## config.mk

```make
export PLATFORM = sky130hd
export DESIGN_NAME = pll_recfg_seq
export DESIGN_NICKNAME = d
export VERILOG_FILES = /design/src/rtl/pll_recfg_pkg.sv /design/src/rtl/pll_recfg_seq.sv
export SDC_FILE = /design/constraint.sdc
export NUM_CORES = 1
export LEC_CHECK = 0
export BUFFER_PORTS_ARGS = -buffer_cell sky130_fd_sc_hd__buf_2
export CAP_MARGIN = 10
export CELL_PAD_IN_SITES_DETAIL_PLACEMENT = 0
export CELL_PAD_IN_SITES_GLOBAL_PLACEMENT = 1
export CORE_ASPECT_RATIO = 0.5
export CORE_MARGIN = 2
export CORE_UTILIZATION = 45
export CTS_CLUSTER_SIZE = 8
export DETAILED_ROUTE_END_ITERATION = 10
export PLACE_DENSITY = 0.82
export SLEW_MARGIN = 30
export SYNTH_ARGS = -nofsm -noshare
export SYNTH_HDL_FRONTEND = slang
export SYNTH_SLANG_ARGS = --single-unit
```

## constraint.sdc

```tcl
create_clock -name clk -period 9.1 [get_ports clk]
set_input_delay 1.82 -clock clk [delete_from_list [all_inputs] [get_ports clk]]
set_output_delay 1.82 -clock clk [all_outputs]
set_load 0.02 [all_outputs]
```

## src/rtl/pll_recfg_pkg.sv

```systemverilog
// Shared definitions for the SDRAM PLL reconfiguration sequencer:
// sequencer states and pll_cfg mgmt register map.
package pll_recfg_pkg;

    typedef enum logic [2:0] {
        IDLE,
        WRITE,
        GAP,
        RST,
        LOCK
    } state_t;

    localparam logic [5:0] REG_MODE  = 6'd0;
    localparam logic [5:0] REG_START = 6'd2;
    localparam logic [5:0] REG_N     = 6'd3;
    localparam logic [5:0] REG_M     = 6'd4;
    localparam logic [5:0] REG_C0    = 6'd5;
    localparam logic [5:0] REG_K     = 6'd7;
    localparam logic [5:0] REG_BW    = 6'd8;
    localparam logic [5:0] REG_CP    = 6'd9;

    localparam int N_STEPS = 8;

endpackage

```

## src/rtl/pll_recfg_seq.sv

```systemverilog
// Runtime reconfiguration sequencer for the SDRAM clock PLL: eight mgmt
// writes into pll_cfg, a PLL reset pulse, then a bounded wait for lock.
module pll_recfg_seq
    import pll_recfg_pkg::*;
#(
    parameter int          GAP_CYCLES   = 8,
    parameter int          RST_CYCLES   = 8,
    parameter int          LOCK_TIMEOUT = 5000000,
    parameter logic [31:0] N_VAL        = 32'h10000,
    parameter logic [31:0] CP_VAL       = 32'd1,
    parameter logic [31:0] BW_VAL       = 32'd7
) (
    input  logic        clk,
    input  logic        rst_n,
    input  logic        start,
    input  logic [31:0] m_val,
    input  logic [31:0] k_val,
    input  logic [31:0] c_val,
    input  logic        pll_locked,
    input  logic        mgmt_waitrequest,
    output logic        mgmt_write,
    output logic [5:0]  mgmt_address,
    output logic [31:0] mgmt_writedata,
    output logic        pll_reset,
    output logic        busy,
    output logic        done,
    output logic        error
);

    localparam int GAP_W  = $clog2(GAP_CYCLES + 1);
    localparam int RST_W  = $clog2(RST_CYCLES + 1);
    localparam int LOCK_W = $clog2(LOCK_TIMEOUT + 1);

    localparam logic [GAP_W-1:0]  GAP_LAST  = GAP_W'(GAP_CYCLES - 1);
    localparam logic [RST_W-1:0]  RST_LAST  = RST_W'(RST_CYCLES - 1);
    localparam logic [LOCK_W-1:0] LOCK_LAST = LOCK_W'(LOCK_TIMEOUT - 1);

    state_t            state_q, state_d;
    logic [2:0]        step_q, step_d;
    logic [GAP_W-1:0]  gap_cnt_q, gap_cnt_d;
    logic [RST_W-1:0]  rst_cnt_q, rst_cnt_d;
    logic [LOCK_W-1:0] lock_cnt_q, lock_cnt_d;
    logic [31:0]       m_lat_q, m_lat_d;
    logic [31:0]       k_lat_q, k_lat_d;
    logic [31:0]       c_lat_q, c_lat_d;
    logic              write_q, write_d;
    logic              pll_reset_q, pll_reset_d;
    logic              busy_q, busy_d;
    logic              done_q, done_d;
    logic              error_q, error_d;

    always_ff @(posedge clk) begin
        if (!rst_n) begin
            state_q     <= IDLE;
            step_q      <= 3'd0;
            gap_cnt_q   <= '0;
            rst_cnt_q   <= '0;
            lock_cnt_q  <= '0;
            write_q     <= 1'b0;
            pll_reset_q <= 1'b0;
            busy_q      <= 1'b0;
            done_q      <= 1'b0;
            error_q     <= 1'b0;
        end else begin
            state_q     <= state_d;
            step_q      <= step_d;
            gap_cnt_q   <= gap_cnt_d;
            rst_cnt_q   <= rst_cnt_d;
            lock_cnt_q  <= lock_cnt_d;
            write_q     <= write_d;
            pll_reset_q <= pll_reset_d;
            busy_q      <= busy_d;
            done_q      <= done_d;
            error_q     <= error_d;
        end
    end

    // Request words are only loaded on an accepted start, so they need no reset.
    always_ff @(posedge clk) begin
        m_lat_q <= m_lat_d;
        k_lat_q <= k_lat_d;
        c_lat_q <= c_lat_d;
    end

    always_comb begin
        state_d     = state_q;
        step_d      = step_q;
        gap_cnt_d   = gap_cnt_q;
        rst_cnt_d   = rst_cnt_q;
        lock_cnt_d  = lock_cnt_q;
        m_lat_d     = m_lat_q;
        k_lat_d     = k_lat_q;
        c_lat_d     = c_lat_q;
        write_d     = write_q;
        pll_reset_d = pll_reset_q;
        busy_d      = busy_q;
        done_d      = 1'b0;
        error_d     = error_q;

        // busy spans the done cycle and drops together with done.
        if (done_q)
            busy_d = 1'b0;

        case (state_q)
            IDLE: begin
                if (start && !busy_q) begin
                    m_lat_d = m_val;
                    k_lat_d = k_val;
                    c_lat_d = c_val;
                    error_d = 1'b0;
                    busy_d  = 1'b1;
                    step_d  = 3'd0;
                    write_d = 1'b1;
                    state_d = WRITE;
                end
            end
            WRITE: begin
                if (!mgmt_waitrequest) begin
                    write_d   = 1'b0;
                    gap_cnt_d = '0;
                    state_d   = GAP;
                end
            end
            GAP: begin
                if (gap_cnt_q == GAP_LAST) begin
                    if (step_q == 3'(N_STEPS - 1)) begin
                        pll_reset_d = 1'b1;
                        rst_cnt_d   = '0;
                        state_d     = RST;
                    end else begin
                        step_d  = step_q + 3'd1;
                        write_d = 1'b1;
                        state_d = WRITE;
                    end
                end else begin
                    gap_cnt_d = gap_cnt_q + GAP_W'(1);
                end
            end
            RST: begin
                if (rst_cnt_q == RST_LAST) begin
                    pll_reset_d = 1'b0;
                    lock_cnt_d  = '0;
                    state_d     = LOCK;
                end else begin
                    rst_cnt_d = rst_cnt_q + RST_W'(1);
                end
            end
            LOCK: begin
                if (pll_locked) begin
                    done_d  = 1'b1;
                    state_d = IDLE;
                end else if (lock_cnt_q == LOCK_LAST) begin
                    error_d = 1'b1;
                    done_d  = 1'b1;
                    state_d = IDLE;
                end else begin
                    lock_cnt_d = lock_cnt_q + LOCK_W'(1);
                end
            end
            default: begin
                state_d = IDLE;
            end
        endcase
    end

    // Address/data follow the step register, so they hold still through waitrequest.
    always_comb begin
        mgmt_address   = REG_MODE;
        mgmt_writedata = 32'd0;
        case (step_q)
            3'd0: begin mgmt_address = REG_MODE;  mgmt_writedata = 32'd0;   end
            3'd1: begin mgmt_address = REG_M;     mgmt_writedata = m_lat_q; end
            3'd2: begin mgmt_address = REG_K;     mgmt_writedata = k_lat_q; end
            3'd3: begin mgmt_address = REG_N;     mgmt_writedata = N_VAL;   end
            3'd4: begin mgmt_address = REG_C0;    mgmt_writedata = c_lat_q; end
            3'd5: begin mgmt_address = REG_CP;    mgmt_writedata = CP_VAL;  end
            3'd6: begin mgmt_address = REG_BW;    mgmt_writedata = BW_VAL;  end
            3'd7: begin mgmt_address = REG_START; mgmt_writedata = 32'd0;   end
            default: begin mgmt_address = REG_MODE; mgmt_writedata = 32'd0; end
        endcase
    end

    assign mgmt_write = write_q;
    assign pll_reset  = pll_reset_q;
    assign busy       = busy_q;
    assign done       = done_q;
    assign error      = error_q;

endmodule
```

After elaboration in Yosys (flattened, before gate mapping)
Cells that the tools add are included.
{ "word_totals": {"ff_bits": 138, "latch_bits": 0, "mem_bits_rw": 0, "rom_bits": 0, "inputBits": 101, "out_inout_bits": 43, "elab_cells": 107, "n_memories": 0} }
{ "op_classes": {"n_addsub": 4, "n_mul": 0, "n_div": 0, "n_lt_le_gt_ge": 0, "eq_ne": 26, "n_shift": 0, "n_mux": 43, "bitwise": 0, "reduce_logical": 21} }
{ "ops": {"columns": ["op", "n"], "rows": [
  ["case mux 32 bit (7 select lines)", 1],
  ["two-way mux 23 bit", 3],
  ["case mux 6 bit (8 select lines)", 1],
  ["case mux 23 bit (2 select lines)", 1],
  ["two-way mux 3 bit", 9],
  ["adder 23 x 1 -> 23 bit (second input constant)", 1],
  ["== test 23 bit (second input constant)", 1],
  ["!= test 2 bit (second input constant)", 11],
  ["two-way mux 4 bit", 5],
  ["AND reduction 4 bit", 5],
  ["case mux 4 bit (2 select lines)", 2],
  ["== test 3 bit (second input constant)", 5],
  ["two-way mux 1 bit", 15],
  ["case mux 3 bit (5 select lines)", 1],
  ["== test 3 x 2 -> 1 bit (second input constant)", 4],
  ["AND reduction 5 bit", 2],
  ["nonzero test 2 bit", 5],
  ["adder 4 x 1 -> 4 bit (second input constant)", 2],
  ["== test 4 x 3 -> 1 bit (second input constant)", 2],
  ["== test 3 x 1 -> 1 bit (second input constant)", 2],
  ["logical NOT 3 bit", 2],
  ["case mux 3 bit (2 select lines)", 1],
  ["case mux 1 bit (2 select lines)", 2],
  ["AND reduction 2 bit", 2],
  ["9 further kinds", 9]
]} }

Depth between registers and ports, before layout
Gate-level depths: netlist of run 1.
{ "logic_depth": {"word_depth": 4, "mapped_depth": 10, "depth_no_buf": 7} }

Least setup slack after synthesis of run 1
Ideal clock, no wire load.
{ "synth_timing": {"kind": "input-to-reg", "start": "in start", "end": "reg c_lat_q[0], enable pin", "setup_ns": 0.450, "arrival_ns": 3.973, "t_required_ns": 8.650, "setup_slack_ns": 4.677, "path_stages": 3, "n_path_buf": 0, "cell_sequence": "nor2b_1 nand2b_1 inv_1"} }
{ "synth_via": {"elab_chain_cells": 2} }
{ "synth_rtl": {"columns": ["item", "line_no", "text"], "rows": [
  ["from (decl)", "pll_recfg_seq.sv:15", "input logic start,"],
  ["logical AND 1 bit", "pll_recfg_seq.sv:106", "if (start && !busy_q) begin"],
  ["AND reduction 2 bit (no line)", null, null],
  ["to (signal assigned)", "pll_recfg_seq.sv:82", "c_lat_q <= c_lat_d;"],
  ["to (decl)", "pll_recfg_seq.sv:45", "logic [31:0] c_lat_q, c_lat_d;"]
]} }
Every way passes these cells.
A chain may end at the register's enable or synchronous reset.

Worst setup path in the final report of run 1
{ "layout_timing": {"start": "reg step_q[1]", "end": "out mgmt_writedata[2]"} }
{ "layout_via": {"elab_chain_cells": 3, "word_cells_on_any_way": 10, "cone_classes": "eq/ne (7); mux (1); reduce/logical (2)"} }
{ "layout_rtl": {"columns": ["item", "line_no", "text"], "rows": [
  ["from (decl)", "pll_recfg_seq.sv:39", "logic [2:0] step_q, step_d;"],
  ["from (signal assigned)", "pll_recfg_seq.sv:66", "step_q <= step_d;"],
  ["== test 3 bit or logical NOT 3 bit (tied branches)", "pll_recfg_seq.sv:170", "case (step_q)"],
  ["OR reduction 2 bit (no line)", null, null],
  ["case mux 32 bit (7 select lines) (*)", "pll_recfg_seq.sv:170", null],
  ["to (decl)", "pll_recfg_seq.sv:23", "output logic [31:0] mgmt_writedata,"]
]} }
Every way passes the cells marked *; elsewhere a longest branch is shown, timed or not.

==> impl_metrics.py, run 1 <==
metrics = {
    "power": {
        "p_leak_nw": 2.92,
        "peakVddDrop_v": 0.000109,
        "powerDensity_nw_per_um2": 217,
    },
    "timing": {
        "fin_crit_sh_pct": 47.7,
        "slew-limit-headroom_pct": 46.9,
        "tns_ns": 0,
        "holdWs_ns": 0.467,
        "finalCriticalPeriod_ns": 4.34,
        "fmax_mhz": 230,
        "setup_violations": 0,
        "hold_viol_final": 0,
        "rsz0062_at_grt": "no",
        "fin_skew_ns": 0.00867,
        "worstMarginPinSlew_ns": 0.789,
        "setup_slack_ns": 4.76,
        "drv_slew": 0,
    },
    "synth": {
        "ys_seq_area_share_pct": 62.8,
        "synthTopCellsByArea": "edfxtp_1, dfxtp_1, a21oi_1, nor2_1, a22oi_1",
        "ys_warn_count": 0,
        "synth_most_common_cell": "edfxtp_1",
        "ys_ff_latch": 138,
        "synth-main-ff-cell": "edfxtp_1",
        "yosysTopAreaCell": "edfxtp_1",
        "syn-mean-instance-area_um2": 11.7,
        "netlist.area_leader.share_pct": 48.6,
        "synth_edf_count": 96,
        "synth_cells": 508,
        "syn_area_um2": 5930,
        "yosys.cell_types.count": 61,
        "synth.top_cells.by_count": "edfxtp_1, a21oi_1, nor2_1, dfxtp_1, a22oi_1",
        "synth-async-reset-ratio_pct": 0,
    },
    "clock_network": {
        "clk_pin_slew_ns": 0.06,
        "cts_tree": "yes",
        "clock-sinks": 138,
        "htreeDepth": 4,
        "cts_buffers": 17,
        "root_buffer": "clkbuf_16",
        "cts_resized": 0,
        "clockBufferDepth": 2,
        "post-cts-setup-buffer-count": 0,
        "clkLatencyLatePin_ns": 0.41,
        "cts_hold_buffers": 0,
    },
    "floorplan": {
        "die_w_um": 166,
        "die-area_um2": 14200,
        "start_util_pct": 46.4,
        "rows": 29,
        "fp.dieH_um": 85.2,
        "ioPinCount": 144,
        "core_um2": 12800,
    },
    "cells_and_area": {
        "final_cells": 825,
        "syn2layout_area_growth_pct": 23.4,
        "antennaDiodeCount": 0,
        "drive_above_1_share_pct": 29.5,
        "final_nets": 756,
        "fin_util_pct": 57.3,
    },
    "run": {
        "drv_cap": 0,
    },
    "critical_path": {
        "path_class": "reg -> out",
        "cp-end-kind": "output pin",
        "path_max_fanout": 64,
        "r2r-start": "state_q[0]$_SDFFE_PN0P_",
        "startpoint_type": "flip-flop",
        "crit_required_ns": 7.28,
        "crit_path_start": "step_q[1]$_SDFFE_PN0P_",
        "critPathArrivalTime_ns": 2.52,
    },
    "placed_design": {
        "gp_congestion": 0.818,
        "placedCellCount": 794,
        "pre_cts_ws_ns": 5.18,
        "io_buffers": 141,
        "dp_hpwl_mm": 8.69,
    },
    "route": {
        "drc": 0,
        "drtAntennaViolNets": 0,
        "dr.pass1.iters": 4,
        "wirelength_mm": 12.9,
        "vias": 4455,
        "wl_per_cell_um": 15.6,
        "drt-initial-drc-count": 334,
        "vias_per_cell": 5.40,
    },
    "hold_path": {
        "hold_class": "reg -> reg",
        "hold_start": "mgmt_write$_SDFFE_PN0P_",
    },
    "run_status": {
        "outcome": "finished clean",
    },
    "global_routing": {
        "grt_use_total_pct": 18.6,
        "antenna_found_initial": 0,
        "grt_max_degree": 67,
        "grt_pass1_wl_mm": 20.5,
        "busiest_layer": "met2",
        "grtUsageMet3_pct": 4.99,
        "overflow": 0,
        "met1_usage_pct": 23.9,
        "grtUsageMet2_pct": 30.4,
        "grt_pass1_vias": 4140,
    },
}
-- sequential cells by signal (all words and copies together), names as in the netlist, 3 cells and up --
| name | count |
|---|---|
| step_q | 3 |
| m_lat_q | 32 |
| lock_cnt_q | 23 |
| gap_cnt_q | 4 |
| c_lat_q | 32 |
| k_lat_q | 32 |
| rst_cnt_q | 4 |
| state_q | 3 |
-- final timing paths --
check | endpoint | slack (ns) | cells after the start
worst max-delay path | mgmt_writedata[2] | 4.76 | 7
worst min-delay path | mgmt_write$_SDFFE_PN0P_ | 0.47 | 2
worst max register to register | m_lat_q[30]$_DFFE_PP_ | 6.47 | 4
worst min register to register | mgmt_write$_SDFFE_PN0P_ | 0.47 | 2
-- logic make-up (layout without fill, tap and decap cells) --
| kind of cell | count (synthesis) | in the layout | share of synthesized area, % |
|---|---|---|---|
| AO/OA/AOI/OAI | 143 | 143 | 15.5 |
| multiplexers | 2 | 2 | 0.338 |
| XOR/XNOR | 7 | 7 | 1.03 |
| adder cells (fa/ha/maj) | 12 | 12 | 2.53 |
| other | 1 | 2 | 0.0633 |
| buffers and inverters | 38 | 184 | 2.93 |
| AND/OR/NAND/NOR | 167 | 167 | 14.8 |
| flip-flops | 138 | 138 | 62.8 |
-- per-layer routing --
metal  routed length [um]  vias to the layer above  part of all wire, %
met3                  697                       19                  5.4
met4                  273                        0                  2.1
met5                    0                        -                    0
met2                 6210                      123                   48
li1                     -                     2184                    -
met1                 5690                     2129                   44
-- area by class of cell --
class	instances	area [um^2]
fill	1086	5460
sequential	138	3720
multi-input combinational	333	2050
timing repair buffer	145	736
clock buffer	17	425
tap	170	213
clock inverter	14	136
inverter	8	31.3
-- placed cells by master, fill, tap and decap left out, types with 4 or more instances in the layout --
cell type	instances
and2_1	6
xor2_1	4
nand2_1	26
nand2b_1	4
a31oi_1	9
inv_1	7
edfxtp_1	96
a41oi_1	5
a22oi_1	29
ha_1	12
clkbuf_16	17
a21oi_1	64
buf_2	141
o21ai_0	10
dfxtp_1	42
nand4_1	11
nand3_1	12
nor2_1	64
and3_1	6
nor3_1	5
or3_1	5
inv_6	6
buf_4	4
-- critical path, cell delays in order (launching register included) --
cell and delay (ns):
dfxtp_1 0.44, ha_1 0.40, nor2_1 0.07, a21oi_1 0.15, or3_4 0.57, o21ai_0 0.19
o21a_1 0.14, buf_2 0.15
-- metrics by stage --
step                cell area [um^2]  power, mW
floorplan                       5930      0.893
global placement                6740      0.939
detailed placement              6750      0.943
global route                    7310       1.65
CTS                             7310       1.60
finish                          7310       1.58
-- where the power goes --
group          total (mW)  internal (mW)  switching, mW
clock network       0.656          0.381          0.275
registers           0.788          0.762         0.0254
logic               0.141         0.0466         0.0945
total                1.58           1.19          0.395
No activity file was read; power rests on OpenSTA's default activity.
==> inputs of run 2 (changes only) <==
--- a/config.mk
+++ b/config.mk
@@ -5,16 +5,17 @@
 export SDC_FILE = /design/constraint.sdc
 export NUM_CORES = 1
 export LEC_CHECK = 0
+export ABC_AREA = 1
 export BUFFER_PORTS_ARGS = -buffer_cell sky130_fd_sc_hd__buf_2
 export CAP_MARGIN = 10
 export CELL_PAD_IN_SITES_DETAIL_PLACEMENT = 0
 export CELL_PAD_IN_SITES_GLOBAL_PLACEMENT = 1
 export CORE_ASPECT_RATIO = 0.5
 export CORE_MARGIN = 2
-export CORE_UTILIZATION = 45
+export CORE_UTILIZATION = 41
 export CTS_CLUSTER_SIZE = 8
 export DETAILED_ROUTE_END_ITERATION = 10
-export PLACE_DENSITY = 0.82
+export PLACE_DENSITY = 0.77
 export SLEW_MARGIN = 30
 export SYNTH_ARGS = -nofsm -noshare
 export SYNTH_HDL_FRONTEND = slang
==> constraint.sdc (replaced) <==
create_clock -name clk -period 4.1 [get_ports clk]
set_input_delay 0.82 -clock clk [delete_from_list [all_inputs] [get_ports clk]]
set_output_delay 0.82 -clock clk [all_outputs]
set_load 0.02 [all_outputs]
==> impl_metrics.py, run 2 <==
metrics = {
    "floorplan": {
        "start_util_pct": 41.6,
        "rows": 32,
        "fp.dieH_um": 92.1,
        "ioPinCount": 144,
        "core_um2": 15300,
        "die-area_um2": 16600,
        "die_w_um": 180,
    },
    "cells_and_area": {
        "fillCellCount": 1430,
        "final_cells": 1054,
        "antennaDiodeCount": 0,
        "layout_commonest_cell": "nand2_1",
        "fin_util_pct": 51.7,
        "drive_above_1_share_pct": 27.9,
        "final_nets": 950,
        "reg_top3": "c_lat_q x32, k_lat_q x32, m_lat_q x32",
        "final_cell_mix": "nand2_1, buf_2, edfxtp_1",
        "syn2layout_area_growth_pct": 24.1,
    },
    "synth": {
        "synth_edf_count": 96,
        "netlist.area_leader.share_pct": 45.3,
        "synth_cells": 688,
        "synth-main-ff-cell": "edfxtp_1",
        "ys_seq_area_share_pct": 58.5,
        "synth-compound-area-share_pct": 7.74,
        "synth_most_common_cell": "nand2_1",
        "syn_area_um2": 6370,
        "ys_ff_latch": 138,
        "synthTopCellsByArea": "edfxtp_1, dfxtp_1, nand2_1, nor2_1, inv_1",
        "synth_xor_area_share_pct": 0.550,
        "syn-mean-instance-area_um2": 9.25,
        "yosysTopAreaCell": "edfxtp_1",
        "synth-simple-area-share_pct": 24.7,
        "yosys.cell_types.count": 41,
        "synthMuxAreaShare_pct": 0,
        "ys_warn_count": 0,
        "synth_top_family_by_area": "simple AND/OR/NAND/NOR gates",
        "synth_fa_ha_area_share_pct": 2.36,
        "synth-async-reset-ratio_pct": 0,
        "synth.top_cells.by_count": "nand2_1, edfxtp_1, nor2_1, inv_1, dfxtp_1",
    },
    "global_routing": {
        "grt_pass1_wl_mm": 23.8,
        "grt_max_degree": 52,
        "grt_use_total_pct": 18.3,
        "antenna_found_initial": 0,
        "grt_pass1_vias": 4807,
        "met1_usage_pct": 24.4,
        "grtUsageMet2_pct": 29.6,
        "grtUsageMet3_pct": 4.25,
        "busiest_layer": "met2",
        "overflow": 0,
    },
    "timing": {
        "drv_slew": 0,
        "slew-limit-headroom_pct": 51.3,
        "finalCriticalPeriod_ns": 3.49,
        "fin_crit_sh_pct": 85.1,
        "fin_skew_ns": 0.0116,
        "hold_viol_final": 0,
        "fmax_mhz": 287,
        "tns_ns": 0,
        "worstMarginPinSlew_ns": 0.730,
        "rsz0062_at_grt": "no",
        "setup_violations": 0,
        "setup_slack_ns": 0.611,
    },
    "route": {
        "drt-initial-drc-count": 246,
        "wl_per_cell_um": 13.8,
        "drc": 0,
        "vias": 4984,
        "dr.pass1.iters": 4,
        "wirelength_mm": 14.6,
        "drtAntennaViolNets": 0,
        "vias_per_cell": 4.73,
    },
    "clock_network": {
        "cts_tree": "yes",
        "clockBufferDepth": 2,
        "clkLatencyLatePin_ns": 0.42,
        "htreeDepth": 4,
        "cts_hold_buffers": 0,
        "root_buffer": "clkbuf_16",
        "clock-sinks": 138,
        "cts_buffers": 17,
        "post-cts-setup-buffer-count": 0,
        "clk_pin_slew_ns": 0.07,
    },
    "critical_path": {
        "r2r-start": "lock_cnt_q[0]$_SDFFE_PN0P_",
        "cp_slowest_cell": "dfxtp_1",
        "critPathBufInv": 3,
        "crit_chain": "inv_2 > ha_1 > nor2_1 > nand4_4 > buf_4 > a31oi_1 > buf_2",
        "regToRegEndpoint": "lock_cnt_q[1]$_SDFFE_PN0P_",
        "crit_required_ns": 3.28,
        "path_max_fanout": 32,
        "critPathArrivalTime_ns": 2.67,
        "cp_top_family": "buffers and inverters",
        "startpoint_type": "flip-flop",
        "ff2ff_path_depth": 9,
        "rrSetupSlack_ns": 1.89,
        "path_class": "reg -> out",
        "cp-end-kind": "output pin",
        "slowest_delay_ns": 0.54,
    },
    "power": {
        "p_leak_nw": 3.29,
        "finalPower_mw": 4.77,
        "peakVddDrop_v": 0.000327,
        "powerDensity_nw_per_um2": 603,
    },
    "placed_design": {
        "pre_cts_ws_ns": 0.712,
        "io_buffers": 141,
        "gp_congestion": 0.805,
        "placedCellCount": 1022,
        "dp_hpwl_mm": 10.6,
    },
    "hold_path": {
        "hold_start": "pll_reset$_SDFFE_PN0P_",
        "hold_class": "reg -> reg",
        "whs_endpoint": "pll_reset$_SDFFE_PN0P_",
        "hold_depth": 2,
    },
    "run": {
        "drv_cap": 0,
    },
    "run_status": {
        "outcome": "finished clean",
    },
}
## run 2: cell count changes in the layout (fill, tap and decap cells not counted), moves of 7 or more
cell | previous run | this run
a21oi_1 | 64 | 20
a21oi_2 | 0 | 8
a22oi_1 | 29 | 1
a31oi_1 | 9 | 32
inv_1 | 7 | 61
inv_2 | 0 | 10
nand2_1 | 26 | 193
nand2_2 | 0 | 12
nand3_1 | 12 | 33
nand4_1 | 11 | 4
nor2_1 | 64 | 84
nor2_2 | 0 | 9
## run 2: worst register-to-register path: cells and delay by family, from the launching register on
family | cells | cell delay [ns]
adder cells (fa/ha/maj) | 1 | 0.31
buffers and inverters | 1 | 0.13
flip-flops | 1 | 0.36
AND/OR/NAND/NOR | 7 | 1.36
## run 2: cell type report
type | count | area (um^2) | area share [%]
inverters | 73 | 274 | 3.47
clock inverters | 15 | 181 | 2.30
multi-input cells | 458 | 2280 | 28.8
clock buffers | 17 | 425 | 5.38
well taps | 204 | 255 | 3.23
flip-flops and latches | 138 | 3720 | 47.1
repair buffers | 149 | 766 | 9.69
## run 2: routing by layer
metal	vias up	wire (um)
li1	2581	-
met2	86	6920
met5	-	0
met3	15	515
met4	0	196
met1	2302	6960
## run 2: worst max path at each step
stage / from / end / slack [ns] / cells past startpoint
after global routing: step_q[2]$_SDFFE_PN0P_ / mgmt_writedata[1] / 0.31 / 8
after global placement: step_q[2]$_SDFFE_PN0P_ / mgmt_writedata[16] / 0.81 / 7
final: step_q[2]$_SDFFE_PN0P_ / mgmt_writedata[1] / 0.61 / 7
after detailed placement: step_q[2]$_SDFFE_PN0P_ / mgmt_writedata[1] / 0.71 / 8
after CTS: step_q[2]$_SDFFE_PN0P_ / mgmt_writedata[1] / 0.26 / 8
after floorplan: start / error$_SDFFE_PN0P_ / 0.15 / 7
## run 2: kinds of logic (layout without fill, tap and decap cells)
family,count (synthesis),after routing
other,1,2
XOR/XNOR,4,4
AND/OR/NAND/NOR,359,359
AO/OA/AOI/OAI,81,81
adder cells (fa/ha/maj),12,12
flip-flops,138,138
buffers and inverters,93,254
## run 2: report_power, final
group	leakage, nW	internal [mW]	switching, mW	total [mW]
sequential	1.25	1.84	0.0968	1.94
clock	0.284	0.919	0.654	1.57
combinational	1.76	0.381	0.878	1.26
## run 2: what timing repair did
item / in CTS / in global routing
endpoints found under the hold margin: 0 / 0
endpoints found under the setup margin: 0 / 6
resized for setup: 0 / 1
## run 2: per-stage QoR
step	hold slack (ns)	instance area, um^2
6_report	0.465	7900
5_1_grt	0.492	7900
4_1_cts	0.468	7890
3_5_place_dp	0.457	7290
3_3_place_gp	0.448	7290
2_1_floorplan	0.435	6370
==> inputs of run 3 (changes only) <==
--- a/config.mk
+++ b/config.mk
@@ -15,7 +15,7 @@
 export CORE_UTILIZATION = 41
 export CTS_CLUSTER_SIZE = 8
 export DETAILED_ROUTE_END_ITERATION = 10
-export PLACE_DENSITY = 0.77
+export PLACE_DENSITY_LB_ADDON = 0.1
 export SLEW_MARGIN = 30
 export SYNTH_ARGS = -nofsm -noshare
 export SYNTH_HDL_FRONTEND = slang
==> impl_metrics.py, run 3 (same netlist as run 2, synthesis figures left out) <==
metrics = {
    "route": {
        "drc": 0,
        "wirelength_mm": 15.5,
        "vias_per_cell": 4.82,
        "wl_per_cell_um": 14.7,
        "drt-initial-drc-count": 247,
        "drtAntennaViolNets": 0,
        "dr.pass1.iters": 6,
        "vias": 5085,
    },
    "critical_path": {
        "r2r-start": "lock_cnt_q[0]$_SDFFE_PN0P_",
        "critPathArrivalTime_ns": 2.36,
        "slowest_delay_ns": 0.43,
        "cp-end-kind": "output pin",
        "crit_path_start": "step_q[1]$_SDFFE_PN0P_",
        "cp_slowest_cell": "inv_1",
        "cp_top_family": "buffers and inverters",
        "path_max_fanout": 18,
        "ff2ff_path_depth": 9,
        "startpoint_type": "flip-flop",
        "crit_required_ns": 3.28,
        "crit_chain": "inv_1 > ha_1 > nand2_1 > inv_1 > buf_4 > nand2_1 > a31oi_1 > buf_2",
        "path_class": "reg -> out",
        "crit_cells": 8,
        "critPathBufInv": 4,
    },
    "global_routing": {
        "grt_max_degree": 43,
        "grt_pass1_wl_mm": 24.9,
        "grt_pass1_vias": 4839,
        "met1_usage_pct": 25.5,
        "grtUsageMet3_pct": 4.33,
        "antenna_found_initial": 0,
        "grt_use_total_pct": 19.2,
        "busiest_layer": "met2",
        "grtUsageMet2_pct": 31.7,
        "overflow": 0,
    },
    "hold_path": {
        "hold_start": "rst_cnt_q[3]$_SDFFE_PN0P_",
        "hold_class": "reg -> reg",
        "hold_depth": 2,
    },
    "timing": {
        "holdWs_ns": 0.459,
        "worstMarginPinSlew_ns": 0.782,
        "hold_viol_final": 0,
        "setup_violations": 0,
        "finalCriticalPeriod_ns": 3.18,
        "slew-limit-headroom_pct": 47.8,
        "fin_skew_ns": 0.0104,
        "fin_crit_sh_pct": 77.4,
        "rsz0062_at_grt": "no",
        "drv_slew": 0,
        "fmax_mhz": 315,
        "tns_ns": 0,
    },
    "power": {
        "p_leak_nw": 3.30,
        "pwr-share-comb_pct": 27.3,
        "powerDensity_nw_per_um2": 605,
        "peakVddDrop_v": 0.000286,
        "p_int_mw": 3.15,
        "netSwitchingPower_mw": 1.63,
        "pwr-share-clk_pct": 32.3,
        "p_seq_share_pct": 40.4,
        "swShare_pct": 34.1,
    },
    "clock_network": {
        "clkLatencyLatePin_ns": 0.42,
        "clk_pin_slew_ns": 0.06,
        "cts_hold_buffers": 0,
        "post-cts-setup-buffer-count": 0,
        "cts_tree": "yes",
        "root_buffer": "clkbuf_16",
        "cts_buffers": 17,
        "clockBufferDepth": 2,
        "htreeDepth": 4,
        "cts_resized": 0,
        "clock-sinks": 138,
    },
    "floorplan": {
        "ioPinCount": 144,
        "start_util_pct": 41.6,
        "die_w_um": 180,
        "core_um2": 15300,
        "die-area_um2": 16600,
        "fp.dieH_um": 92.1,
        "rows": 32,
    },
    "placed_design": {
        "dp_hpwl_mm": 11.1,
        "gp_congestion": 0.827,
        "io_buffers": 141,
    },
    "run": {
        "drv_cap": 0,
    },
    "cells_and_area": {
        "drive_above_1_share_pct": 27.7,
        "syn2layout_area_growth_pct": 24.2,
        "reg_top3": "c_lat_q x32, k_lat_q x32, m_lat_q x32",
        "layout_commonest_cell": "nand2_1",
        "final_cell_mix": "nand2_1, buf_2, edfxtp_1",
        "final_nets": 951,
    },
    "run_status": {
        "outcome": "finished clean",
    },
}
run 3: power by group through the flow:
stage,Clock [mW],Sequential (mW),Combinational [mW]
final,1.55,1.93,1.31
after global placement,0,1.96,1.29
after floorplan,0,1.98,0.836
after detailed placement,0,1.97,1.30
after global routing,1.64,1.96,1.43
after CTS,1.58,1.94,1.31
run 3: stage by stage:
stage / total power, mW / instances / utilization (%) / area (um^2) / worst slack [ns]
after global placement: 3.25 / 1022 / 47.7 / 7300 / 1.37
final: 4.78 / 1056 / 51.7 / 7910 / 0.925
after global routing: 5.03 / 1055 / 51.7 / 7900 / 0.693
after CTS: 4.82 / 1054 / 51.6 / 7890 / 0.867
after floorplan: 2.81 / 689 / - / 6370 / 0.148
after detailed placement: 3.27 / 1022 / 47.7 / 7300 / 1.31
run 3: routing by layer:
metal | vias up | share of wire (%) | wire length [um]
li1 | 2593 | - | -
met1 | 2353 | 47 | 7310
met2 | 123 | 46 | 7180
met3 | 16 | 5.5 | 859
met4 | 0 | 0.92 | 142
met5 | - | 0 | 0
run 3: path summary, 6_finish.rpt:
path,end,slack (ns)
setup / recovery,mgmt_writedata[27],0.92
setup reg to reg,lock_cnt_q[18]$_SDFFE_PN0P_,1.92
hold reg to reg,rst_cnt_q[3]$_SDFFE_PN0P_,0.46
hold / removal,rst_cnt_q[3]$_SDFFE_PN0P_,0.46
run 3: area by class of cell:
cell class / instances / area, um^2
fillers: 1432 / 7390
flip-flops and latches: 138 / 3720
well taps: 204 / 255
clock buffers: 18 / 429
inverters: 73 / 274
clock inverters: 14 / 160
diodes: 1 / 2.50
repair buffers: 150 / 793
multi-input cells: 458 / 2270
run 3: worst reg2reg max path, cell delays in order, from the launching register on:
cell and delay (ns):
dfxtp_1 0.35, ha_1 0.32, nand3_2 0.16, nor2_2 0.17
nand4_2 0.38, nand2_4 0.36, nand2_4 0.14, inv_2 0.13
nand2_1 0.06, nand2_1 0.06
